### config.mk
export PLATFORM = sky130hd
export DESIGN_NAME = mp3_track_ctrl
export DESIGN_NICKNAME = d
export VERILOG_FILES = /design/src/rtl/mp3_track_ctrl.sv
export SDC_FILE = /design/constraint.sdc
export NUM_CORES = 1
export LEC_CHECK = 0
export ABC_CLOCK_PERIOD_IN_PS = 5750
export BUFFER_PORTS_ARGS = -buffer_cell sky130_fd_sc_hd__buf_2
export CAP_MARGIN = 25
export CORE_MARGIN = 8
export CORE_UTILIZATION = 30
export DETAILED_ROUTE_END_ITERATION = 10
export SKIP_LAST_GASP = 1
export SLEW_MARGIN = 0
export SYNTH_ARGS = -nofsm -noshare
export SYNTH_HDL_FRONTEND = slang
export SYNTH_SLANG_ARGS = --single-unit
### constraint.sdc
create_clock -name clk_1M -period 5.75 [get_ports clk_1M]
set_input_delay 1.15 -clock clk_1M [delete_from_list [all_inputs] [get_ports clk_1M]]
set_output_delay 1.15 -clock clk_1M [all_outputs]
set_load 0.01 [all_outputs]
### src/rtl/mp3_track_ctrl.sv
// mp3_track_ctrl: button front end (synchronise + debounce + edge detect)
// and the IDLE/PLAYING/PAUSED/SWITCH track controller of an MP3 player.
// Optional build macro: MP3_TRACK_AUTO_NEXT_EN -- when defined, track_end
// while PLAYING behaves as a lowest-priority "next" event.
// Button events are single-cycle strobes with no back-pressure: an event
// that is not acted on in the cycle it occurs is lost.
module mp3_track_ctrl #(
  parameter int DEBOUNCE_CYCLES = 20000,
  parameter int NUM_TRACKS      = 8,
  parameter int RST_HOLD        = 16
) (
  input  logic       clk_1M,
  input  logic       rst,
  input  logic       btn_play,
  input  logic       btn_next,
  input  logic       btn_prev,
  input  logic       track_end,
  output logic [2:0] music_id,
  output logic       start,
  output logic       player_rst,
  output logic       playing,
  output logic [1:0] state_dbg
);

  localparam logic [1:0] IDLE    = 2'd0;
  localparam logic [1:0] PLAYING = 2'd1;
  localparam logic [1:0] PAUSED  = 2'd2;
  localparam logic [1:0] SWITCH  = 2'd3;

  localparam int CW = $clog2(DEBOUNCE_CYCLES + 1);
  localparam int HW = (RST_HOLD > 1) ? $clog2(RST_HOLD) : 1;
  localparam logic [CW-1:0] DEB_MAX   = CW'(DEBOUNCE_CYCLES);
  localparam logic [HW-1:0] HOLD_LAST = HW'(RST_HOLD - 1);
  localparam logic [2:0]    LAST_ID   = 3'(NUM_TRACKS - 1);

  // Button vectors: bit 0 play, bit 1 next, bit 2 prev.
  logic [2:0]    btn_raw;
  logic [2:0]    sync1_q, sync2_q;
  logic [2:0]    samp_q;    // previous synchronised sample, for run length
  logic [2:0]    deb_q;     // accepted (debounced) level
  logic [2:0]    valid_q;   // level accepted at least once since reset
  logic [CW-1:0] run_q [3]; // length of current run of identical samples
  logic [CW-1:0] run_d [3];
  logic [2:0]    accept;
  logic [2:0]    rise;

  assign btn_raw = {btn_prev, btn_next, btn_play};

  // Run-length of identical samples; accept a new level on the Nth sample.
  // The first acceptance after reset only establishes the level, so a
  // button held through reset never produces an event.
  always_comb begin
    accept = '0;
    rise   = '0;
    for (int i = 0; i < 3; i++) begin
      run_d[i] = run_q[i];
      if (sync2_q[i] != samp_q[i]) begin
        run_d[i] = CW'(1);
      end else if (run_q[i] != DEB_MAX) begin
        run_d[i] = run_q[i] + CW'(1);
      end
      accept[i] = (run_d[i] == DEB_MAX) && ((sync2_q[i] != deb_q[i]) || !valid_q[i]);
      rise[i]   = accept[i] && valid_q[i] && sync2_q[i];
    end
  end

  // Synchronisers, run counters and debounced levels.
  always_ff @(posedge clk_1M) begin
    if (rst) begin
      sync1_q <= '0;
      sync2_q <= '0;
      samp_q  <= '0;
      deb_q   <= '0;
      valid_q <= '0;
      for (int i = 0; i < 3; i++) begin
        run_q[i] <= '0;
      end
    end else begin
      sync1_q <= btn_raw;
      sync2_q <= sync1_q;
      samp_q  <= sync2_q;
      valid_q <= valid_q | accept;
      for (int i = 0; i < 3; i++) begin
        run_q[i] <= run_d[i];
        if (accept[i]) begin
          deb_q[i] <= sync2_q[i];
        end
      end
    end
  end

  logic [1:0]    state_q;
  logic [1:0]    origin_q;
  logic [HW-1:0] hold_q;
  logic          ev_play, ev_next, ev_prev, ev_auto;
  logic          go_next, go_prev;
  logic [2:0]    next_id, prev_id;

`ifdef MP3_TRACK_AUTO_NEXT_EN
  assign ev_auto = track_end && (state_q == PLAYING);
`else
  logic unused_track_end;
  assign unused_track_end = track_end;
  assign ev_auto = 1'b0;
`endif

  assign ev_play = rise[0];
  assign ev_next = rise[1];
  assign ev_prev = rise[2];
  // next > prev > play > auto-next; losers in the same cycle are dropped.
  assign go_next = ev_next || (ev_auto && !ev_prev && !ev_play);
  assign go_prev = ev_prev && !ev_next;
  assign next_id = (music_id == LAST_ID) ? 3'd0 : music_id + 3'd1;
  assign prev_id = (music_id == 3'd0) ? LAST_ID : music_id - 3'd1;

  // Track FSM; outputs are registered alongside the state they belong to.
  always_ff @(posedge clk_1M) begin
    if (rst) begin
      state_q    <= IDLE;
      origin_q   <= IDLE;
      hold_q     <= '0;
      music_id   <= '0;
      start      <= 1'b0;
      player_rst <= 1'b0;
    end else if (state_q == SWITCH) begin
      if (hold_q == HOLD_LAST) begin
        state_q    <= origin_q;
        player_rst <= 1'b0;
        start      <= (origin_q == PLAYING);
        hold_q     <= '0;
      end else begin
        hold_q <= hold_q + HW'(1);
      end
    end else if (go_next || go_prev) begin
      origin_q   <= state_q;
      state_q    <= SWITCH;
      hold_q     <= '0;
      player_rst <= 1'b1;
      start      <= 1'b0;
      music_id   <= go_next ? next_id : prev_id;
    end else if (ev_play) begin
      if (state_q == PLAYING) begin
        state_q <= PAUSED;
        start   <= 1'b0;
      end else begin
        state_q <= PLAYING;
        start   <= 1'b1;
      end
    end
  end

  assign playing   = start;
  assign state_dbg = state_q;

endmodule

## Word-level counts from Yosys, hierarchy flattened

Memory sizes are Yosys's and may differ from the RTL's.
Index checks and enable logic that the tools add are counted.

| cells by class | value |
|---|---|
| reduce and logical (&&, ||, !) cells | 24 |
| bitwise gates (word level) | 5 |
| multiplexer cells | 31 |
| add/sub/neg operators | 6 |
| eq/ne operators | 18 |

Operators with widths:

| cell | number |
|---|---|
| $mux W15 | 9 |
| $add A15 B1 Y15 const B | 3 |
| $eq A15 B15 Y1 const B | 3 |
| $ne A15 B15 Y1 const B | 3 |
| $mux W4 | 3 |
| $mux W1 | 11 |
| $logic_and A1 B1 Y1 | 10 |
| $mux W2 | 5 |
| $mux W3 | 3 |
| $ne A1 B1 Y1 | 6 |
| $reduce_and A2 Y1 | 3 |
| $add A4 B1 Y4 const B | 1 |
| $eq A2 B1 Y1 const B | 2 |
| $eq A4 B4 Y1 const B | 1 |
| $logic_not A1 Y1 | 4 |
| $logic_or A1 B1 Y1 | 4 |
| $add A3 B1 Y3 const B | 1 |
| $eq A3 B3 Y1 const B | 1 |
| $logic_not A3 Y1 | 1 |
| $or A1 B1 Y1 | 3 |
| $or A3 B3 Y3 | 1 |
| $reduce_bool A3 Y1 | 1 |
| $sub A3 B1 Y3 const B | 1 |
| $eq A2 B2 Y1 const B | 1 |
| other kinds (3) | 3 |

| word-level totals | value |
|---|---|
| bits in writable memories | 45 |
| memories kept | 1 |
| output and inout port bits | 8 |
| bits in registers | 28 |
| input port bits | 6 |
| logic and storage cells | 98 |

Memories:

| memory | depth | width | rd ports | clocked after Yosys merged registers in | write ports | RTL line | source |
|---|---|---|---|---|---|---|---|
| run_q | 3 | 15 | 3 | 0 | 3 | 42 | `logic [CW-1:0] run_q [3];` |

## Longest topological paths before layout

An unclocked memory read counts as a cell.

| logic depth | value |
|---|---|
| depth after elaboration | 13 |
| gate-level depth with buffers | 13 |

## Worst setup path after synthesis

Ideal clock, no wire load.

| timing path | value |
|---|---|
| path kind | register -> register |
| start point | mem run_q[0][30] in the netlist's numbering |
| end point | reg state_q[0] (netlist: state_dbg[0]) |
| setup slack | 2.764 ns |
| data required time | 5.676 ns |
| arrival | 2.912 ns |
| path buffers | 3 |
| cell stages (with the launch flop) | 14 |
| library setup time | 0.074 ns |
| cells stage by stage | dfxtp_1 > buf_2 > inv_1 > ha_1 > nor4bb_1 > nand4_1 > mux2i_1 > or3_1 > or4_1 > buf_6 > and2_4 > buf_6 > a31o_1 > a31oi_2 |

RTL lines:

| element | RTL line | source |
|---|---|---|
| start, declared | 42 |  |
| end signal, assigned | 127 | `state_q <= origin_q;` |
| end, declared | 92 | `logic [1:0] state_q;` |

==> metrics.txt <==
fin nets=~500; worst-margin pin slew=~600 ps; Flop pwr share=0.427; cell row count=42; Synth area leader=dfxtp_1; Net Sw Frac=0.205; fin worst setup slack=about 2400 ps; Synth Instances=484; largest net degree at the start of global routing=33; Worst slew margin=0.598; # IOs=14; vias in the first global route=3,188; worst skew pair latency=about 330 ps; worst endpoint required time=about 6000 ps; Netlist cell types=61; Initial Util=0.304; setup_tns=0 ps; first-pass GRT wire length=14,400 um; Setup crit end kind=flop; Final Max Slew Viols=0; PwrDens=273 nW/um2; Peak VDD IR=between 0.15 and 0.2 mV; class of the worst hold path=flop to flop; synthesis-to-finish area growth=13.3%; Fin Clk Skew=7.70 ps; mux cell area share after synthesis=0.0276; most common cell after layout, fill and taps aside=dfxtp_1; Final Cycle Share=0.587; largest family of logic cells by synthesized area=simple AND/OR/NAND/NOR gates; die width=131 um; Routed WL per cell=12.1 um; worst slack, placed=2400 ps; initial antenna violation count=0; vias per inst=about 5; main area contributors after synthesis=dfxtp_1 37%, nor2_1 6.7%, xnor2_1 4.8%; total number of vias=3,259; CTS buffer count=9; n_diodes=0; number of flops mapped to enable cells by yosys=0; Synth async-reset ratio=0; highest-count cells in the layout ignoring fill and taps=73 x dfxtp_1, 71 x nor2_1, 35 x nand2_1; DRC Markers=0; DRT Pass-1 Iters=4; FILL cells=approximately 1,400; hpwl dp=approximately 5900 um; Total GRT Usage=0.0978; Synth Area in XOR/XNOR=0.0922; Detail Route Antenna Nets=0; chip height=131 um; top_reg_cell synth=dfxtp_1; WS Path Type=flop to flop; endpoints failing hold=0; simple-gate portion of the synthesized area=0.294; met1 WL=just over 4000 um; wire length on met2=3540 um; net switching power=252 uW; CP Data Arrival Time=3620 ps; GRT overflow=0; maxcap violations=0; logic gate share of total power=0.039; TritonCTS clock tree=done; mapped cell area=around 4000 um2; layout cells sized above 1=0.0816; post-synthesis net count=501; setup violators final=0; share of the synthesized area in the top cell type=0.366; cts repair resizes=0; met3 wire len=286 um; Leak Pwr=0.00165 uW; RSZ-0062 raised after global routing=false; Root Driver=clkbuf_16; Longest Clk Path Bufs=2; H-tree Lvls=3; crit-path max FO=10; status=completed; Int Power=980 uW; post-synthesis compound-gate area fraction=0.137; Post-CTS Setup Bufs=0; clock share of power=0.534; clk slew on worst S/H paths=60 ps; syn avg cell area=8.24 um2; Synth Warn #=0; fin crit period=3380 ps; Placer Congestion=~0.80; starting DRC count in detailed routing=303; Startpoint Class=flop; Synth Register Bits=73; sequential element share of the synthesized area=0.366; clk sinks=73; die area=roughly 17,000 um2; Fmax=just under 300 MHz; area share of fa/ha/maj cells after synthesis=0.0345; # port buffers=12; final WL=8050 um; DR top layer=met4; core box area=about 13,000 um2; cts hold-fix bufs=0
## per-layer routing
metal	global-route usage	vias up
li1	-	1690
met1	0.124	1517
met2	0.150	40
met3	0.0274	12
met4	0.0459	0
met5	0	-
## final timing paths
path              slack (ps)          end    startpoint  cells after the start
setup / recovery        2370  music_id[0]  run_q[0][30]                     10
hold / removal           440   sync2_q[2]    sync1_q[2]                      1
setup reg to reg        2370  music_id[0]  run_q[0][30]                     10
hold reg to reg          440   sync2_q[2]    sync1_q[2]                      1
## through the flow
| stage | util | hold slack [ps] | std cells | total power, uW | cell area, um2 |
|---|---|---|---|---|---|
| after CTS | 0.344 | 440 | 666 | 1250 | 4520 |
| after detailed placement | 0.317 | 427 | 650 | 585 | 4170 |
| after global routing | 0.344 | 475 | 666 | 1280 | 4520 |
| after floorplan | - | 414 | 484 | 573 | 3990 |
| final | 0.344 | 437 | 666 | 1230 | 4520 |
| after global placement | 0.317 | 423 | 650 | 584 | 4170 |
## synthesized netlist by cell type, drive strengths merged (8+ instances only)
master / count
a21oi: 27
a31oi: 8
clkbuf: 16
dfxtp: 73
ha: 11
inv: 23
mux2i: 11
nand2: 35
nand3: 24
nand4: 13
nor2: 71
nor2b: 20
nor3: 12
o21ai: 13
xnor2: 22
xor2: 20
## registers in the layout, summed over array words and instances (netlist names)
| name | flops |
|---|---|
| deb_q | 3 |
| hold_q | 4 |
| music_id | 3 |
| origin_q | 2 |
| player_rst | 1 |
| playing | 1 |
| run_q | 45 |
| samp_q | 3 |
| state_dbg | 2 |
| sync1_q | 3 |
| sync2_q | 3 |
| valid_q | 3 |
## layout make-up
type	instances	area, um2	share of cell area
clock inverter	4	98.8	0.0219
tap	176	220	0.0487
sequential	73	1460	0.323
timing repair buffer	12	60.1	0.0133
clock buffer	12	256	0.0567
inverter	23	86.3	0.0191
multi-input combinational	366	2340	0.517
## power by group through the flow
stage | sequential [uW] | clock, uW | combinational [uW]
after global placement | 537 | 0 | 47.2
after CTS | 526 | 674 | 48.7
after global routing | 528 | 696 | 55.4
final | 526 | 659 | 47.9
after detailed placement | 537 | 0 | 48.4
after floorplan | 531 | 0 | 42.0
## cell families (layout without fill, tap and decap cells)
kind of cell	Yosys count	in the layout
mux	11	11
compound gates	75	75
flops	73	73
buf+inv	45	51
xor+xnor	42	42
simple gates	227	227
fa+ha+maj	11	11
## worst max-delay path: stages, from the launching register on
cell and delay, ps:
dfxtp_1 400, inv_1 120, ha_1 150, nor4bb_1 280, nand4_1 340, mux2i_1 240
or3_1 370, or4_1 680, a21oi_4 310, o21ai_1 130, a221oi_2 270
(Power assumes the default switching activity.)
